`src/rtl/hex_display_scan_driver.sv`:
```
// Time-multiplexed common-anode 7-segment scan driver with guard interval,
// leading-zero blanking and frame-boundary (tear-free) value updates.

module hex_display_scan_driver #(
    parameter int NUM_DIGITS     = 4,
    parameter int REFRESH_DIV    = 50000,
    parameter int GUARD          = 500,
    parameter bit SEG_ACTIVE_LOW = 1'b1,
    parameter bit AN_ACTIVE_LOW  = 1'b1
) (
    input  logic                    i_clk,
    input  logic                    i_rst_n,
    input  logic                    i_en,
    input  logic                    i_load,
    input  logic [4*NUM_DIGITS-1:0] i_value,
    input  logic [NUM_DIGITS-1:0]   i_dp_in,
    input  logic                    i_blank_lz,
    output logic [6:0]              o_seg,
    output logic                    o_dp,
    output logic [NUM_DIGITS-1:0]   o_an,
    output logic [2:0]              o_digit_idx,
    output logic                    o_frame_done
);

    localparam int CW = $clog2(REFRESH_DIV);
    localparam int SW = (NUM_DIGITS > 1) ? $clog2(NUM_DIGITS) : 1;

    localparam logic [CW-1:0]         CNT_GUARD_LAST = CW'(GUARD - 1);
    localparam logic [CW-1:0]         CNT_SLOT_LAST  = CW'(REFRESH_DIV - 1);
    localparam logic [SW-1:0]         SLOT_LAST      = SW'(NUM_DIGITS - 1);
    localparam logic [6:0]            SEG_OFF        = SEG_ACTIVE_LOW ? 7'h7F : 7'h00;
    localparam logic                  DP_OFF         = SEG_ACTIVE_LOW;
    localparam logic [NUM_DIGITS-1:0] AN_OFF         = {NUM_DIGITS{AN_ACTIVE_LOW}};

    typedef enum logic [1:0] {
        ST_IDLE,
        ST_GUARD,
        ST_DRIVE
    } state_t;

    state_t                  r_state;
    state_t                  w_state_nxt;
    logic [CW-1:0]           r_div_cnt;
    logic [CW-1:0]           w_div_cnt_nxt;
    logic [SW-1:0]           r_slot;
    logic [SW-1:0]           w_slot_nxt;
    logic                    w_frame_end;

    logic [4*NUM_DIGITS-1:0] r_sh_value;
    logic [NUM_DIGITS-1:0]   r_sh_dp;
    logic                    r_sh_blank;
    logic [4*NUM_DIGITS-1:0] r_pd_value;
    logic [NUM_DIGITS-1:0]   r_pd_dp;
    logic                    r_pd_blank;
    logic                    r_pend_valid;

    logic [6:0]              r_seg;
    logic                    r_dp;
    logic [NUM_DIGITS-1:0]   r_an;
    logic [2:0]              r_digit_idx;
    logic                    r_frame_done;

    logic                    w_lit;
    logic [3:0]              w_nibble;
    logic                    w_dp_bit;
    logic                    w_blank;
    logic                    w_zero_run;
    logic [NUM_DIGITS-1:0]   w_onehot;
    logic [6:0]              w_seg_al;
    logic                    w_dp_al;
    logic [NUM_DIGITS-1:0]   w_an_al;
    logic                    w_swap_ok;

    // Glyphs in active-low form, bit6=g .. bit0=a
    function automatic logic [6:0] glyph(input logic [3:0] nib);
        logic [6:0] g;
        case (nib)
            4'h0:    g = 7'b1000000;
            4'h1:    g = 7'b1111001;
            4'h2:    g = 7'b0100100;
            4'h3:    g = 7'b0110000;
            4'h4:    g = 7'b0011001;
            4'h5:    g = 7'b0010010;
            4'h6:    g = 7'b0000010;
            4'h7:    g = 7'b1111000;
            4'h8:    g = 7'b0000000;
            4'h9:    g = 7'b0010000;
            4'hA:    g = 7'b0001000;
            4'hB:    g = 7'b0000011;
            4'hC:    g = 7'b0100111;
            4'hD:    g = 7'b0100001;
            4'hE:    g = 7'b0000110;
            default: g = 7'b0001110;
        endcase
        return g;
    endfunction

    always_ff @(posedge i_clk or negedge i_rst_n) begin
        if (!i_rst_n) begin
            r_state   <= ST_IDLE;
            r_div_cnt <= '0;
            r_slot    <= '0;
        end else begin
            r_state   <= w_state_nxt;
            r_div_cnt <= w_div_cnt_nxt;
            r_slot    <= w_slot_nxt;
        end
    end

    always_comb begin
        w_state_nxt   = r_state;
        w_div_cnt_nxt = r_div_cnt;
        w_slot_nxt    = r_slot;
        w_frame_end   = 1'b0;
        case (r_state)
            ST_IDLE: begin
                w_div_cnt_nxt = '0;
                w_slot_nxt    = '0;
                if (i_en) begin
                    w_state_nxt = ST_GUARD;
                end
            end
            ST_GUARD: begin
                w_div_cnt_nxt = r_div_cnt + CW'(1);
                if (r_div_cnt == CNT_GUARD_LAST) begin
                    w_state_nxt = ST_DRIVE;
                end
            end
            ST_DRIVE: begin
                if (r_div_cnt == CNT_SLOT_LAST) begin
                    w_state_nxt   = ST_GUARD;
                    w_div_cnt_nxt = '0;
                    if (r_slot == SLOT_LAST) begin
                        w_slot_nxt  = '0;
                        w_frame_end = 1'b1;
                    end else begin
                        w_slot_nxt = r_slot + SW'(1);
                    end
                end else begin
                    w_div_cnt_nxt = r_div_cnt + CW'(1);
                end
            end
            default: begin
                w_state_nxt = ST_IDLE;
            end
        endcase
        if (!i_en) begin
            w_state_nxt   = ST_IDLE;
            w_div_cnt_nxt = '0;
            w_slot_nxt    = '0;
        end
    end

    // r_frame_done marks the boundary cycle; slot 0 is still in guard, so the
    // shadow may be replaced here without tearing the displayed frame.
    assign w_swap_ok = (r_state == ST_IDLE) || r_frame_done;

    always_ff @(posedge i_clk or negedge i_rst_n) begin
        if (!i_rst_n) begin
            r_sh_value   <= '0;
            r_sh_dp      <= '0;
            r_sh_blank   <= 1'b0;
            r_pd_value   <= '0;
            r_pd_dp      <= '0;
            r_pd_blank   <= 1'b0;
            r_pend_valid <= 1'b0;
        end else if (w_swap_ok) begin
            if (i_load) begin
                r_sh_value   <= i_value;
                r_sh_dp      <= i_dp_in;
                r_sh_blank   <= i_blank_lz;
                r_pend_valid <= 1'b0;
            end else if (r_pend_valid) begin
                r_sh_value   <= r_pd_value;
                r_sh_dp      <= r_pd_dp;
                r_sh_blank   <= r_pd_blank;
                r_pend_valid <= 1'b0;
            end
        end else if (i_load) begin
            r_pd_value   <= i_value;
            r_pd_dp      <= i_dp_in;
            r_pd_blank   <= i_blank_lz;
            r_pend_valid <= 1'b1;
        end
    end

    // Walk from the top digit down so w_zero_run covers digits k..NUM_DIGITS-1
    always_comb begin
        w_nibble   = '0;
        w_dp_bit   = 1'b0;
        w_blank    = 1'b0;
        w_zero_run = 1'b1;
        w_onehot   = '0;
        for (int k = NUM_DIGITS - 1; k >= 0; k--) begin
            w_zero_run  = w_zero_run & (r_sh_value[4*k +: 4] == 4'h0);
            w_onehot[k] = (r_slot == SW'(k));
            if (r_slot == SW'(k)) begin
                w_nibble = r_sh_value[4*k +: 4];
                w_dp_bit = r_sh_dp[k];
                w_blank  = r_sh_blank & w_zero_run & (k != 0);
            end
        end
    end

    assign w_lit    = (r_state == ST_DRIVE);
    assign w_seg_al = (w_lit && !w_blank) ? glyph(w_nibble) : 7'h7F;
    assign w_dp_al  = ~(w_lit & w_dp_bit);
    assign w_an_al  = w_lit ? ~w_onehot : {NUM_DIGITS{1'b1}};

    always_ff @(posedge i_clk or negedge i_rst_n) begin
        if (!i_rst_n) begin
            r_seg        <= SEG_OFF;
            r_dp         <= DP_OFF;
            r_an         <= AN_OFF;
            r_digit_idx  <= '0;
            r_frame_done <= 1'b0;
        end else begin
            r_seg        <= SEG_ACTIVE_LOW ? w_seg_al : ~w_seg_al;
            r_dp         <= SEG_ACTIVE_LOW ? w_dp_al : ~w_dp_al;
            r_an         <= AN_ACTIVE_LOW ? w_an_al : ~w_an_al;
            r_digit_idx  <= 3'(r_slot);
            r_frame_done <= w_frame_end & i_en;
        end
    end

    assign o_seg        = r_seg;
    assign o_dp         = r_dp;
    assign o_an         = r_an;
    assign o_digit_idx  = r_digit_idx;
    assign o_frame_done = r_frame_done;

endmodule

```
`config.mk`:
```
export PLATFORM = sky130hd
export DESIGN_NAME = hex_display_scan_driver
export DESIGN_NICKNAME = d
export VERILOG_FILES = /design/src/rtl/hex_display_scan_driver.sv
export SDC_FILE = /design/constraint.sdc
export NUM_CORES = 1
export LEC_CHECK = 0
export ABC_AREA = 1
export CELL_PAD_IN_SITES_DETAIL_PLACEMENT = 0
export CELL_PAD_IN_SITES_GLOBAL_PLACEMENT = 2
export CORE_MARGIN = 4
export CORE_UTILIZATION = 34
export DETAILED_ROUTE_END_ITERATION = 10
export PLACE_DENSITY_LB_ADDON = 0.1
export SLEW_MARGIN = 20
export SYNTH_ARGS = -nofsm -noshare
export SYNTH_HDL_FRONTEND = slang
export SYNTH_SLANG_ARGS = --single-unit
```
`constraint.sdc`:
```
create_clock -name i_clk -period 2.7 [get_ports i_clk]
set_input_delay 0.54 -clock i_clk [delete_from_list [all_inputs] [get_ports i_clk]]
set_output_delay 0.54 -clock i_clk [all_outputs]
set_load 0.005 [all_outputs]
```
Word level (Yosys, flattened, before mapping)
Memories as Yosys holds them, arrays and structs flattened.
Index checks and enable logic that the tools add are counted.
{"block": "classes", "add_sub_neg": 2, "n_eq_ne": 11, "mux": 36, "n_bitwise": 10, "reduce_logical": 14}
{"cell": "2-to-1 mux 16 bit", "count": 4}
{"cell": "one-hot mux 16 bit (3 select lines)", "count": 1}
{"cell": "2-to-1 mux 4 bit", "count": 7}
{"cell": "adder 16 x 1 -> 16 bit, second input constant", "count": 1}
{"cell": "== test 16 bit, second input constant", "count": 1}
{"cell": "== test 16 x 9 -> 1 bit, second input constant", "count": 1}
{"cell": "2-to-1 mux 1 bit", "count": 15}
{"cell": "zero test 4 bit", "count": 3}
{"cell": "2-to-1 mux 2 bit", "count": 6}
{"cell": "AND reduction 2 bit", "count": 4}
{"cell": "bitwise AND 1 bit", "count": 7}
{"cell": "2-to-1 mux 7 bit", "count": 1}
{"cell": "== test 2 bit, second input constant", "count": 3}
{"cell": "one-hot mux 2 bit (3 select lines)", "count": 1}
{"cell": "== test 2 x 1 -> 1 bit, second input constant", "count": 2}
{"cell": "zero test 2 bit", "count": 2}
{"cell": "!= test 4 x 1 -> 1 bit, second input constant", "count": 1}
{"cell": "inverter 4 bit", "count": 1}
{"cell": "one-hot mux 2 bit (2 select lines)", "count": 1}
{"cell": "nonzero test 2 bit", "count": 2}
{"cell": "!= test 3 x 1 -> 1 bit, second input constant", "count": 1}
{"cell": "!= test 3 x 2 -> 1 bit, second input constant", "count": 1}
{"cell": "!= test 3 bit, second input constant", "count": 1}
{"cell": "adder 2 x 1 -> 2 bit, second input constant", "count": 1}
{"cell": "other kinds (4)", "count": 5}
{"block": "totals", "ff_bits": 78, "romBits": 112, "inputBits": 25, "output_inout_bits": 16, "wordCells": 89, "n_memories": 1}
{"name": "(no name shown)", "depth": 16, "word_bits": 7, "rd": 1, "rd_ports_with_merged_regs": 0, "wr": 0, "line_no": "77", "source": "case (nib)"}

Logic depth before layout (Yosys ltp)
Gate-level depths: netlist of run 1.
{"block": "logic_depth", "depth_word": 9, "ltp_mapped": 13, "ltp_nobuf": 13}

Least setup slack after synthesis of run 1
OpenSTA, ideal clock, no wires.
{"block": "synth_path", "kind": "flip-flop to flip-flop", "from": "register r_slot[1]", "to": "register r_seg[3], in the netlist o_seg[3]", "setup_ns": 0.093, "arrival_time_ns": 1.822, "required_time_ns": 2.607, "slack_ns": 0.785, "stages_incl_launch_ff": 13, "n_path_buf": 1, "period_less_slack_ns": 1.915, "path_cell_list": "dfrtp_1 > inv_1 > ha_1 > buf_6 > a21oi_1 > nand2_1 > a21oi_4 > inv_1 > ha_1 > inv_1 > nand2_1 > nand3_1 > nand3_1"}
{"block": "synth_via", "elab_chain_len": 8, "word_cells_on_any_way": 16, "classes_between": "3 x eq/ne; 9 x mux; 3 x reduce/logical; 1 x memory"}
{"item": "from (decl)", "line_no": "45", "source": "logic [SW-1:0] r_slot;"}
{"item": "from (signal assigned)", "line_no": "106", "source": "r_slot <= w_slot_nxt;"}
{"item": "branches (longest 7 deep; another with memory read (16 x 7 bit))"}
{"item": "2-to-1 mux 7 bit (*)", "line_no": "206", "source": "assign w_seg_al = (w_lit && !w_blank) ? glyph(w_nibble) : 7'h7F;"}
{"item": "named net w_seg_al[3]", "line_no": "69", "source": "logic [6:0] w_seg_al;"}
{"item": "to (signal assigned)", "line_no": "218", "source": "r_seg <= SEG_ACTIVE_LOW ? w_seg_al : ~w_seg_al;"}
{"item": "to (decl)", "line_no": "57", "source": "logic [6:0] r_seg;"}
Mark *: on every way through the listed nets, which the timed path passes.
A chain may end at the register's enable or synchronous reset.

Worst setup path after layout of run 1
{"block": "layout_path", "from": "register r_slot[0]", "to": "register r_seg[0], in the netlist o_seg[0]"}
Same word-level chain as after synthesis.

==> results of run 1 <==
[worst max-delay path, delay by kind of cell (launching register included)]
family	cells	cell delay [ps]
adder cells (fa/ha/maj)	2	570
flip-flops	1	440
AND/OR/NAND/NOR	5	420
buffers and inverters	4	410
AO/OA/AOI/OAI	1	310
[per-layer routing]
metal,vias to the layer above,wire length [µm],GRT usage [%]
li1,1729,-,-
met1,1536,5140,22.1
met2,91,4340,22.6
met3,9,397,2.85
met4,0,116,6.88
met5,-,0,0
[flip-flops by register name, indices dropped and copies added, names as in the netlist]
| name | cells |
|---|---|
| r_pend_valid | 1 |
| r_sh_dp | 4 |
| r_state | 2 |
| r_pd_blank | 1 |
| o_digit_idx | 2 |
| r_div_cnt | 16 |
| o_seg | 7 |
| o_an | 4 |
| r_sh_value | 16 |
| o_frame_done | 1 |
| r_slot | 2 |
| r_pd_dp | 4 |
| r_pd_value | 16 |
| r_sh_blank | 1 |
| o_dp | 1 |
[power groups by stage]
stage	sequential, µW	clock (µW)	combinational (µW)
after floorplan	1740	0	1290
after global placement	1780	0	1810
after detailed placement	1790	0	1810
after CTS	1770	1210	1820
after global routing	1820	1270	2070
final	1770	1170	1790
[metrics by stage]
step                setup slack (ps)  std cells  hold WS [ps]
floorplan                        785        510           244
global placement                 401        707           469
detailed placement               337        707           458
CTS                              431        723           133
global route                     181        723           159
finish                           434        723           123
[area by class of cell]
type | count | share of cell area, %
inverters | 69 | 5.13
well taps | 168 | 4.16
clock inverters | 5 | 0.668
flip-flops and latches | 78 | 38.9
repair buffers | 46 | 9.21
multi-input cells | 346 | 36.9
clock buffers | 11 | 5.00
[kinds of logic after synthesis]
group,count (synthesis)
adder cells (fa/ha/maj),15
XOR/XNOR,3
multiplexers,7
AND/OR/NAND/NOR,226
flip-flops,78
buffers and inverters,86
other,1
AO/OA/AOI/OAI,94
[cell usage in the layout, fill, tap and decap left out, drive strengths merged, types with 2 or more instances in the layout]
cell           Yosys  layout
clkinv             0       3
nand2            138     138
ha                15      15
nand4              6       6
inv               69      69
dfrtp             66      66
clkdlybuf4s50      0      38
o211ai            14      14
nor2              38      38
clkinvlp           0       2
a21oi             27      27
dfstp             12      12
o21ai             41      41
xor2               2       2
buf               13       8
nor3               5       5
mux2               7       7
nand3             36      36
clkbuf             4      11
o22ai              2       2
a31oi              7       7
[worst paths after layout]
check / from / endpoint / slack, ps / cells after the start
hold / removal: i_rst_n / r_div_cnt[10] / 120 / 1
hold reg to reg: r_slot[1] / o_digit_idx[1] / 480 / 0
setup reg to reg: r_slot[0] / o_seg[0] / 430 / 12
max in group asynchronous: i_rst_n / r_sh_value[8] / 1970 / 2
min in group i_clk: r_slot[1] / o_digit_idx[1] / 480 / 0
setup / recovery: r_slot[0] / o_seg[0] / 430 / 12
==> impl_metrics.json, run 1 <==
{
  "worstPathCellList": "inv_1 > ha_1 > inv_2 > nand3_1 > nand2_1 > a21boi_2 > inv_1 > ha_1 > inv_1 > nand2_1 > nand3_1 > nand3_1",
  "finalSetupViolations": 0,
  "insertion_delay_ps": 340,
  "p_clk_share_pct": 24.8,
  "grt_pass1_vias": 3445,
  "fin_crit_sh_pct": 83.9,
  "clk_pin_slew_ps": 60,
  "fin_tns_setup_ps": 0,
  "fin_skew_ps": 5.70,
  "grt-ovfl-total": 0,
  "synthArstFlopShare_pct": 100,
  "cts_setup_buffers": 0,
  "place_hpwl_mm": 7.25,
  "syn_area_mm2": 0.00419,
  "postPlaceCellArea_mm2": 0.00477,
  "drv_cap": 0,
  "dr.pass1.iters": 5,
  "p_int_uw": 2940,
  "critPathLaunchType": "register",
  "routed_wirelength_mm": 10.0,
  "final_nets": 590,
  "grt_start_max_net_pins": 51,
  "dieArea_mm2": 0.0142,
  "port_buffers": 39,
  "synth_top_cell_by_area": "dfrtp_1",
  "clock_sinks": 78,
  "switching_share_pct": 37.8,
  "synth-simple-area-share_pct": 23.9,
  "grt_pass1_wl_mm": 17.5,
  "synth_fp_nets": 550,
  "synth.most_common_cell": "nand2_1",
  "yosys_warnings": 0,
  "multiInputGateArea_mm2": 0.00187,
  "cts_buffers": 9,
  "seq_power_share_pct": 37.4,
  "cts_hold_buf": 0,
  "io_pins": 41,
  "die_h_um": 119,
  "register_area_mm2": 0.00197,
  "cts-resized-gates": 0,
  "ys_seq_area_share_pct": 46.9,
  "postRouteAntennaNets": 0,
  "ir_drop_uv": 366,
  "synth_seq_cells": 78,
  "diodes": 0,
  "grt_antenna_before_repair": 0,
  "required_ps": 2940,
  "switching_power_uw": 1780,
  "cp_slowest_stage_delay_ps": 440,
  "synth_edf_count": 0,
  "synthCells": 510,
  "core_mm2": 0.0121,
  "cp_max_fo": 7,
  "hp-class": "input port to async pin",
  "hold_viol_final": 0,
  "rsz0062_at_grt": "false",
  "synth-xor-area-share_pct": 0.627,
  "clockBufferDepth": 2,
  "critPathKind": "register to register",
  "fmax_mhz": 441,
  "grtUsageTotal_pct": 15.4,
  "drive_above_1_share_pct": 12.8,
  "finalCriticalPeriod_ps": 2270,
  "row_count": 40,
  "crit_arrival_ps": 2510,
  "synth_adder_area_share_pct": 4.48,
  "p_leak_uw": 0.00228,
  "dr_total_vias": 3365,
  "slowest_stage": "dfrtp_1",
  "drt_iter0_drc": 249,
  "fin_area_mm2": 0.00505,
  "nFillCells": 1218,
  "fin_total_pwr_uw": 4720,
  "htree_levels": 3,
  "fin_util_pct": 41.9,
  "synth.avg_cell_area_um2": 8.22,
  "comb_power_share_pct": 37.8,
  "yosysTopAreaCellShare_pct": 39.4,
  "synthTopCellsByCount": "nand2_1, inv_1, dfrtp_1",
  "synth.area.mux_share_pct": 1.88,
  "report.final.slew_viol_count": 0,
  "wl_per_cell_um": 13.8,
  "gp_congestion": 0.823,
  "post_drt_via_cell_ratio": 4.65,
  "floorplan.initialDensity_pct": 34.7,
  "synthToLayoutAreaGrowth_pct": 20.6,
  "ys.flop_type": "dfrtp_1",
  "synth_top_family_by_area": "simple AND/OR/NAND/NOR gates",
  "cts_tree": "done",
  "synth_area_leaders": "dfrtp_1, nand2_1, dfstp_2",
  "cts-root-buf": "clkbuf_16",
  "cp-end-kind": "register",
  "die_w_um": 119,
  "status": "completed",
  "synth_compound_area_share_pct": 13.4,
  "power_density_mw_per_mm2": 934,
  "drt_drc_violations_left": 0,
  "synth_cell_types": 39
}
(Power assumes the default switching activity.)
==> inputs of run 2 (changes only) <==
Clock period 2.7 ns to 2.31 ns, I/O delays scaled along.
==> impl_metrics.json, run 2 (same netlist as run 1, synthesis figures left out) <==
{
  "cts_tree": "done",
  "grt_pass1_vias": 3370,
  "maxUsedRoutingLayer": "met4",
  "r2r-start": "r_slot[0]",
  "required_ps": 2550,
  "grt_start_max_net_pins": 43,
  "switching_share_pct": 37.3,
  "cp_max_fo": 10,
  "critPathBufInv": 3,
  "final_nets": 595,
  "crit_start": "r_slot[0]",
  "fin_util_pct": 42.3,
  "reg_top3": "r_div_cnt x16, r_pd_value x16, r_sh_value x16",
  "die_w_um": 119,
  "register_area_mm2": 0.00197,
  "switching_power_uw": 2080,
  "drive_above_1_share_pct": 13.8,
  "wl_per_cell_um": 13.7,
  "cts_buffers": 9,
  "gp_congestion": 0.823,
  "diodes": 0,
  "row_count": 40,
  "finalCriticalPeriod_ps": 2080,
  "drt_drc_violations_left": 0,
  "rsz0062_at_grt": "false",
  "clockBufferDepth": 2,
  "post_drt_via_cell_ratio": 4.67,
  "slowest_stage": "dfrtp_1",
  "fin_crit_sh_pct": 90.0,
  "critPathKind": "register to register",
  "grt-ovfl-total": 0,
  "htree_levels": 3,
  "cp-end-kind": "register",
  "multiInputGateArea_mm2": 0.00187,
  "p_clk_share_pct": 24.9,
  "fin_skew_ps": 4.66,
  "cp_slowest_stage_delay_ps": 440,
  "drv_cap": 0,
  "p_leak_uw": 0.00230,
  "critPathLaunchType": "register",
  "insertion_delay_ps": 330,
  "timing.critical_path.mode_cell": "inv_1",
  "final_common_cell": "nand2_1",
  "layout_common_cells": "nand2_1, inv_1, dfrtp_1",
  "clock_sinks": 78,
  "wl_met2_mm": 4.32,
  "postRouteAntennaNets": 0,
  "hold_viol_final": 0,
  "grt_pass1_wl_mm": 16.9,
  "core_mm2": 0.0121,
  "seq_power_share_pct": 37.1,
  "fmax_mhz": 481,
  "routed_wirelength_mm": 9.97,
  "synthToLayoutAreaGrowth_pct": 21.7,
  "wl_met1_mm": 5.06,
  "place_hpwl_mm": 7.51,
  "report.final.slew_viol_count": 0,
  "ir_drop_uv": 368,
  "clk_pin_slew_ps": 60,
  "floorplan.initialDensity_pct": 34.7,
  "cts_setup_buffers": 0,
  "port_buffers": 39,
  "route.met3.wl_um": 362,
  "dr.pass1.iters": 5,
  "grt_antenna_before_repair": 0,
  "status": "completed",
  "die_h_um": 119,
  "p_int_uw": 3500,
  "worstPathCellList": "inv_1 > ha_1 > a21oi_1 > a21boi_2 > inv_1 > ha_1 > inv_1 > nand2_1 > nand3_1 > nand3_1",
  "hp-class": "input port to async pin",
  "comb_power_share_pct": 38.0,
  "dr_total_vias": 3400,
  "nFillCells": 1229,
  "grtUsageTotal_pct": 14.8,
  "finalSetupViolations": 0,
  "fin_tns_setup_ps": 0,
  "power_density_mw_per_mm2": 1090,
  "cts-root-buf": "clkbuf_16",
  "drt_iter0_drc": 190,
  "crit_arrival_ps": 2320,
  "io_pins": 41,
  "crit_family": "adder cells",
  "dieArea_mm2": 0.0142
}
run 2: worst register-to-register path: cells and delay by family, from the launching register on:
kind | cells | cell delay [ps]
compound gates | 2 | 400
simple gates | 3 | 230
flops | 1 | 440
fa+ha+maj | 2 | 600
buf+inv | 3 | 320
run 2: worst paths after layout:
kind / endpoint / slack (ps) / depth (start not counted)
setup / recovery: o_seg[3] / 230 / 10
hold / removal: r_div_cnt[15] / 40 / 1
setup reg to reg: o_seg[3] / 230 / 10
hold reg to reg: o_digit_idx[1] / 480 / 0
max in group asynchronous: o_an[0] / 1590 / 2
min in group i_clk: o_digit_idx[1] / 480 / 0
run 2: metal layers:
metal / track usage, % / up-vias
met1: 21.1 / 1564
met5: 0 / -
li1: - / 1744
met2: 21.9 / 79
met3: 2.52 / 13
met4: 7.10 / 0
run 2: layout make-up:
class | count | area share, %
repair buffers | 51 | 9.86
clock inverters | 7 | 1.28
well taps | 168 | 4.12
inverters | 69 | 5.08
clock buffers | 9 | 4.42
multi-input cells | 346 | 36.7
flip-flops and latches | 78 | 38.6
run 2: stage by stage:
stage               area, µm²  total power (µW)  hold slack (ps)  worst slack [ps]  cells
global placement         4800              4250              405               269    712
CTS                      5090              5660             44.7               168    728
detailed placement       4800              4250              406               180    712
floorplan                4190              3540              166               395    510
finish                   5100              5580             40.4               231    728
global route             5100              6050             58.8              36.3    728
run 2: power groups by stage:
stage | registers [µW] | logic, µW | clock network [µW]
6_report | 2070 | 2120 | 1390
5_1_grt | 2120 | 2440 | 1490
4_1_cts | 2070 | 2160 | 1430
3_5_place_dp | 2090 | 2150 | 0
3_3_place_gp | 2090 | 2160 | 0
2_1_floorplan | 2040 | 1510 | 0
run 2: repair_timing:
item,CTS,global route
resized for setup,0,2
endpoints found under the setup margin,0,3
hold buffers,0,0
==> inputs of run 3 (changes only) <==
Settings changed: ABC_CLOCK_PERIOD_IN_PS set to 2310.
==> results of run 3 <==
The final DEF is identical to that of run 2; final timing and power are the same.
==> RTL edit 1, RTL diff (flow settings as in run 2) <==
`REFRESH_DIV`: 50000 -> 25000.
--- a/src/rtl/hex_display_scan_driver.sv
+++ b/src/rtl/hex_display_scan_driver.sv
@@ -3,7 +3,7 @@
 
 module hex_display_scan_driver #(
     parameter int NUM_DIGITS     = 4,
-    parameter int REFRESH_DIV    = 50000,
+    parameter int REFRESH_DIV    = 25000,
     parameter int GUARD          = 500,
     parameter bit SEG_ACTIVE_LOW = 1'b1,
     parameter bit AN_ACTIVE_LOW  = 1'b1
Behaviour: same outputs for any inputs over 10 cycles, from zero or initial values and one cycle with i_rst_n low; that may be too few to reach the edited logic, so the function may still have changed.
==> RTL edit 1 against run 2 <==
- routed wire length decreased by 2.0%
- non-clock buffer count shrank 4
- synthesized area down 0.63%
- count of clock-buffer cells in the layout grew 3
- fmax grew 2.7%
- critical path depth up 3
- total power is 2.3% lower
- cell area down 1.8%
- combinational power is 4% lower
- setup slack improved by 0.055 ns
- sequential power grew 2%
- sequential cell count decreased by 1
- critical endpoint is now o_seg[1]$_DFF_PN1_
==> RTL edit 1: results (changes against run 2) <==
Compound-Gate Fraction of Synth Area=11.7% (was 13.4%); met3 Usage GRT=3.16% (was 2.52%); nets=587 (was 595); combinational fraction of design power=37.4% (was 38.0%); clk_lat worst skew=0.33 ns (about the same); net count after synthesis=548 (was 550); status=finished clean (unchanged); switching share of total power=37.1% (was 37.3%); multiplexer share of the synthesized area=2.97% (was 1.88%); global-route usage over all layers=14.5% (was 14.8%); Post-Synth Adder-Cell Area=4.51% (was 4.48%); postcts setup bufs=0 (unchanged); Port Buffers=39 (unchanged); post-synthesis sequential area ratio=46.6% (was 46.9%); Reg2Reg Launch Point=r_slot[1]$_DFFE_PN0P_ (was r_slot[0]$_DFFE_PN0P_); worst hold path type=input pin to async pin (unchanged); depth of the most critical reg-to-reg path=13 (was 10); WL met2=4.33 mm (was 4.32 mm); TritonCTS buffer count=9 (unchanged); # fillers=1248 (was 1229); antenna violation net count after detailed routing=0 (unchanged); GP Congestion=0.857 (was 0.823); DR WL/cell=14.0 µm (was 13.7 µm); First DRT Iteration DRCs=189 (was 190); Max-slew headroom=65.0%; antenna cells=0 (unchanged); Worst-path clk slew=0.06 ns (about the same); met3 wire length=280 µm (was 362 µm); Leak=0.00227 µW (was 0.00230 µW); met1 usage=20.7% (was 21.1%); WP data arrival=2.29 ns (was 2.32 ns); Regs by FF count=r_pd_value x16, r_sh_value x16, r_div_cnt x15 (was r_div_cnt x16, r_pd_value x16, r_sh_value x16); R2R setup slack=0.29 ns (was 0.23 ns); 1st-pass router iterations=4 (was 5); critical path type=flip-flop to flip-flop (unchanged); asr flop ratio synth=100% (unchanged); Crit path largest cell delay=0.42 ns (was 0.44 ns); reg-to-reg endpoint=o_seg[1]$_DFF_PN1_ (was o_seg[3]$_DFF_PN1_); met2 usage=22.3% (was 21.9%); first-pass GRT wire length=16.6 mm (was 16.9 mm); Final Skew=0.00657 ns (was 0.00466 ns); initial antenna violation count=0 (unchanged); CTS root buffer=clkbuf_16 (unchanged); Via Count=3325 (was 3400); Seq group=2110 µW (was 2070 µW); layout cells sized above 1=15.8% (was 13.8%); combinational cell power=2040 µW (was 2120 µW); Max VDD drop=467 µV (was 368 µV); M1 WL=5.04 mm (was 5.06 mm); Fin Hold WS=0.104 ns (was 0.0404 ns); CTS Buffer Depth=2 (unchanged); XOR/XNOR share of the synthesized area=0.631% (was 0.627%); slowest CP cell=dfrtp_1 (unchanged); Post-DP HPWL=7.24 mm (was 7.51 mm); CP max FO=11 (was 10); pin count of the biggest net entering global routing=43 (unchanged); distinct cell type count after synthesis=34 (was 39); Synth top cells by count=nand2_1, dfrtp_1, inv_1, nor2_1 (was nand2_1, inv_1, dfrtp_1, o21ai_0, nand3_1); YS warnings=0 (unchanged); ranking of synthesized cells by area=dfrtp_1, nand2_1, dfstp_2 (unchanged)
==> RTL edit 1: final cells by class <==
cell class / instances / share of cell area (%)
repair buffers: 47 / 9.70
well taps: 147 / 3.67
multi-input cells: 352 / 37.7
clock inverters: 4 / 0.450
flip-flops and latches: 77 / 38.8
inverters: 60 / 4.55
clock buffers: 12 / 5.12
==> RTL edit 1: metrics by stage <==
stage	util, %	cells	cell area [µm²]	setup slack, ns
after floorplan	-	508	4160	0.420
after global placement	39.3	683	4720	0.214
after detailed placement	39.3	683	4720	0.180
after CTS	41.6	699	5000	0.157
after global routing	41.7	699	5010	0.0383
final	41.7	699	5010	0.286
==> RTL edit 1: what timing repair did <==
item / 4_1_cts / 5_1_grt
gates resized for setup: 0 / 4
endpoints found under the setup margin: 0 / 4
hold endpoints to repair: 0 / 0
==> RTL edit 1: critical path, delay by kind of cell (launching register included) <==
family | cells | cell delay, ns
fa+ha+maj | 2 | 0.61
buf+inv | 4 | 0.34
flops | 1 | 0.42
simple gates | 7 | 0.59
==> RTL edit 2, RTL diff (config.mk and constraints of run 2) <==
Without the edit above. The 3 states of `state_t` get a one-hot encoding in 3 bits.
--- a/src/rtl/hex_display_scan_driver.sv
+++ b/src/rtl/hex_display_scan_driver.sv
@@ -32,10 +32,10 @@
     localparam logic                  DP_OFF         = SEG_ACTIVE_LOW;
     localparam logic [NUM_DIGITS-1:0] AN_OFF         = {NUM_DIGITS{AN_ACTIVE_LOW}};
 
-    typedef enum logic [1:0] {
-        ST_IDLE,
-        ST_GUARD,
-        ST_DRIVE
+    typedef enum logic [2:0] {
+        ST_IDLE  = 3'b001,
+        ST_GUARD = 3'b010,
+        ST_DRIVE = 3'b100
     } state_t;
 
     state_t                  r_state;
Behaviour: same outputs for any inputs over 10 cycles, from zero or initial values and one cycle with i_rst_n low; not proved beyond that.
==> RTL edit 2 against run 2 <==
- sequential cell count is 1 higher
- total power is 5.2% lower
- synthesized area hardly changed
- hold slack better by 0.0090 ns
- setup slack better by 0.057 ns
- sequential power hardly changed
- routed wire length is 0.28% lower
- cell area is 0.12% lower
- critical endpoint unchanged
==> RTL edit 2: results (changes against run 2) <==
CTS root buffer=clkbuf_16 (unchanged); # fillers=1232 (was 1229); clk_lat worst skew=0.34 ns; switching share of total power=35.7% (was 37.3%); Post-Synth Adder-Cell Area=3.28% (was 4.48%); TritonCTS buffer count=9 (unchanged); Synth Area per Inst=8.19 µm² (was 8.22 µm²); slowest CP cell=dfrtp_1 (unchanged); dominant synthesized flop cell=dfrtp_1 (unchanged); Regs by FF count=r_div_cnt x16, r_pd_value x16, r_sh_value x16 (unchanged); antenna cells=0 (unchanged); CP max FO=10 (unchanged); WP data arrival=2.27 ns (was 2.32 ns); distinct cell type count after synthesis=35 (was 39); pin count of the biggest net entering global routing=52 (was 43); CTS Buffer Depth=2 (unchanged); Compound-Gate Fraction of Synth Area=11.8% (was 13.4%); vias in the first global route=3371 (was 3370); Leak=0.00232 µW (was 0.00230 µW); Worst path top cell family by delay=adder cells (unchanged); status=finished clean (unchanged); Worst-path clk slew=0.06 ns (about the same); layout cells sized above 1=14.1% (was 13.8%); Final Skew=0.00812 ns (was 0.00466 ns); first-pass GRT wire length=16.9 mm (about the same); net count after synthesis=548 (was 550); DRT Wirelength=9.94 mm (was 9.97 mm); GP Congestion=0.811 (was 0.823); asr flop ratio synth=100% (unchanged); First DRT Iteration DRCs=183 (was 190); Crit path largest cell delay=0.41 ns (was 0.44 ns); 1st-pass router iterations=4 (was 5); YS warnings=0 (unchanged); Max VDD drop=454 µV (was 368 µV); Vias/cell=4.68 (was 4.67); Synth top cells by count=nand2_1, dfrtp_1, inv_1, nand3_1 (was nand2_1, inv_1, dfrtp_1, o21ai_0, nand3_1); Post-DP HPWL=7.21 mm (was 7.51 mm); ranking of synthesized cells by area=dfrtp_1, nand2_1, dfstp_2 (unchanged); initial antenna violation count=0 (unchanged); multiplexer share of the synthesized area=2.51% (was 1.88%); nets=592 (was 595); worst hold path type=input pin to async pin (unchanged); post-synthesis sequential area ratio=47.5% (was 46.9%); XOR/XNOR share of the synthesized area=0.209% (was 0.627%); DR WL/cell=13.6 µm (was 13.7 µm); H-tree lvl count=3 (unchanged); # placed instances=711 (was 712); global-route usage over all layers=15.1% (was 14.8%); Port Buffers=39 (unchanged)
-- RTL edit 2: cell count changes after synthesis, sizes merged, moves of 2 or more --
cell | run 2 | this run
o22ai | 2 | 0
nand3 | 36 | 44
inv | 69 | 71
nor2 | 38 | 43
a21oi | 27 | 17
ha | 15 | 11
buf | 13 | 11
nand2 | 138 | 146
xor2 | 2 | 0
-- RTL edit 2: power by group through the flow --
stage,Clock (µW),Combinational [µW],Sequential (µW)
6_report,1450,1780,2070
5_1_grt,1550,2060,2120
4_1_cts,1510,1820,2080
3_5_place_dp,0,1810,2100
3_3_place_gp,0,1810,2090
2_1_floorplan,0,1400,2000
-- RTL edit 2: per-layer routing --
| metal | up-vias | global-route usage [%] | share of wire, % |
|---|---|---|---|
| met2 | 63 | 24.4 | 46 |
| met3 | 13 | 2.94 | 4.1 |
| met5 | - | 0 | 0 |
| met1 | 1601 | 19.7 | 47 |
| met4 | 0 | 6.52 | 2.0 |
| li1 | 1734 | - | - |
-- RTL edit 2: final timing paths --
path / from / endpoint / slack [ns] / cells past startpoint
setup reg to reg: r_slot[0]$_DFFE_PN0P_ / o_seg[3]$_DFF_PN1_ / 0.29 / 11
hold reg to reg: r_slot[1]$_DFFE_PN0P_ / o_digit_idx[1]$_DFF_PN0_ / 0.48 / 0
min in group i_clk: r_slot[1]$_DFFE_PN0P_ / o_digit_idx[1]$_DFF_PN0_ / 0.48 / 0
max in group asynchronous: i_rst_n / o_dp$_DFF_PN1_ / 1.61 / 2
setup / recovery: r_slot[0]$_DFFE_PN0P_ / o_seg[3]$_DFF_PN1_ / 0.29 / 11
hold / removal: i_rst_n / r_div_cnt[13]$_DFFE_PN0P_ / 0.05 / 1
-- RTL edit 2: cells by family (layout without fill, tap and decap cells) --
group | Yosys count | in the layout
adders and majority gates | 11 | 11
DFF | 79 | 79
and+or+nand+nor | 244 | 244
buffers and inverters | 86 | 135
AOI/OAI and AO/OA | 82 | 82
xor gates and xnor gates | 1 | 1
muxes | 8 | 8
other | 1 | 1
-- RTL edit 2: area by class of cell --
cell class	instances	share of cell area (%)
Clock buffer	13	5.11
Timing Repair Buffer	48	9.43
Tap cell	168	4.13
Clock inverter	3	0.835
Inverter	71	5.28
Multi-Input combinational cell	347	36.1
Sequential cell	79	39.1
-- RTL edit 2: through the flow --
step                area, µm²  total power, µW  setup slack [ns]  utilization, %
finish                   5090             5290             0.288            42.2
global route             5090             5730            0.0289            42.2
CTS                      5080             5400             0.215            42.1
detailed placement       4770             3910             0.225            39.6
global placement         4770             3900             0.287            39.6
floorplan                4190             3400             0.353               -
-- RTL edit 2: timing repair --
item	4_1_cts	5_1_grt
setup endpoints to repair	0	2
setup buffers	0	2
resized for setup	0	1
hold buffers	0	0
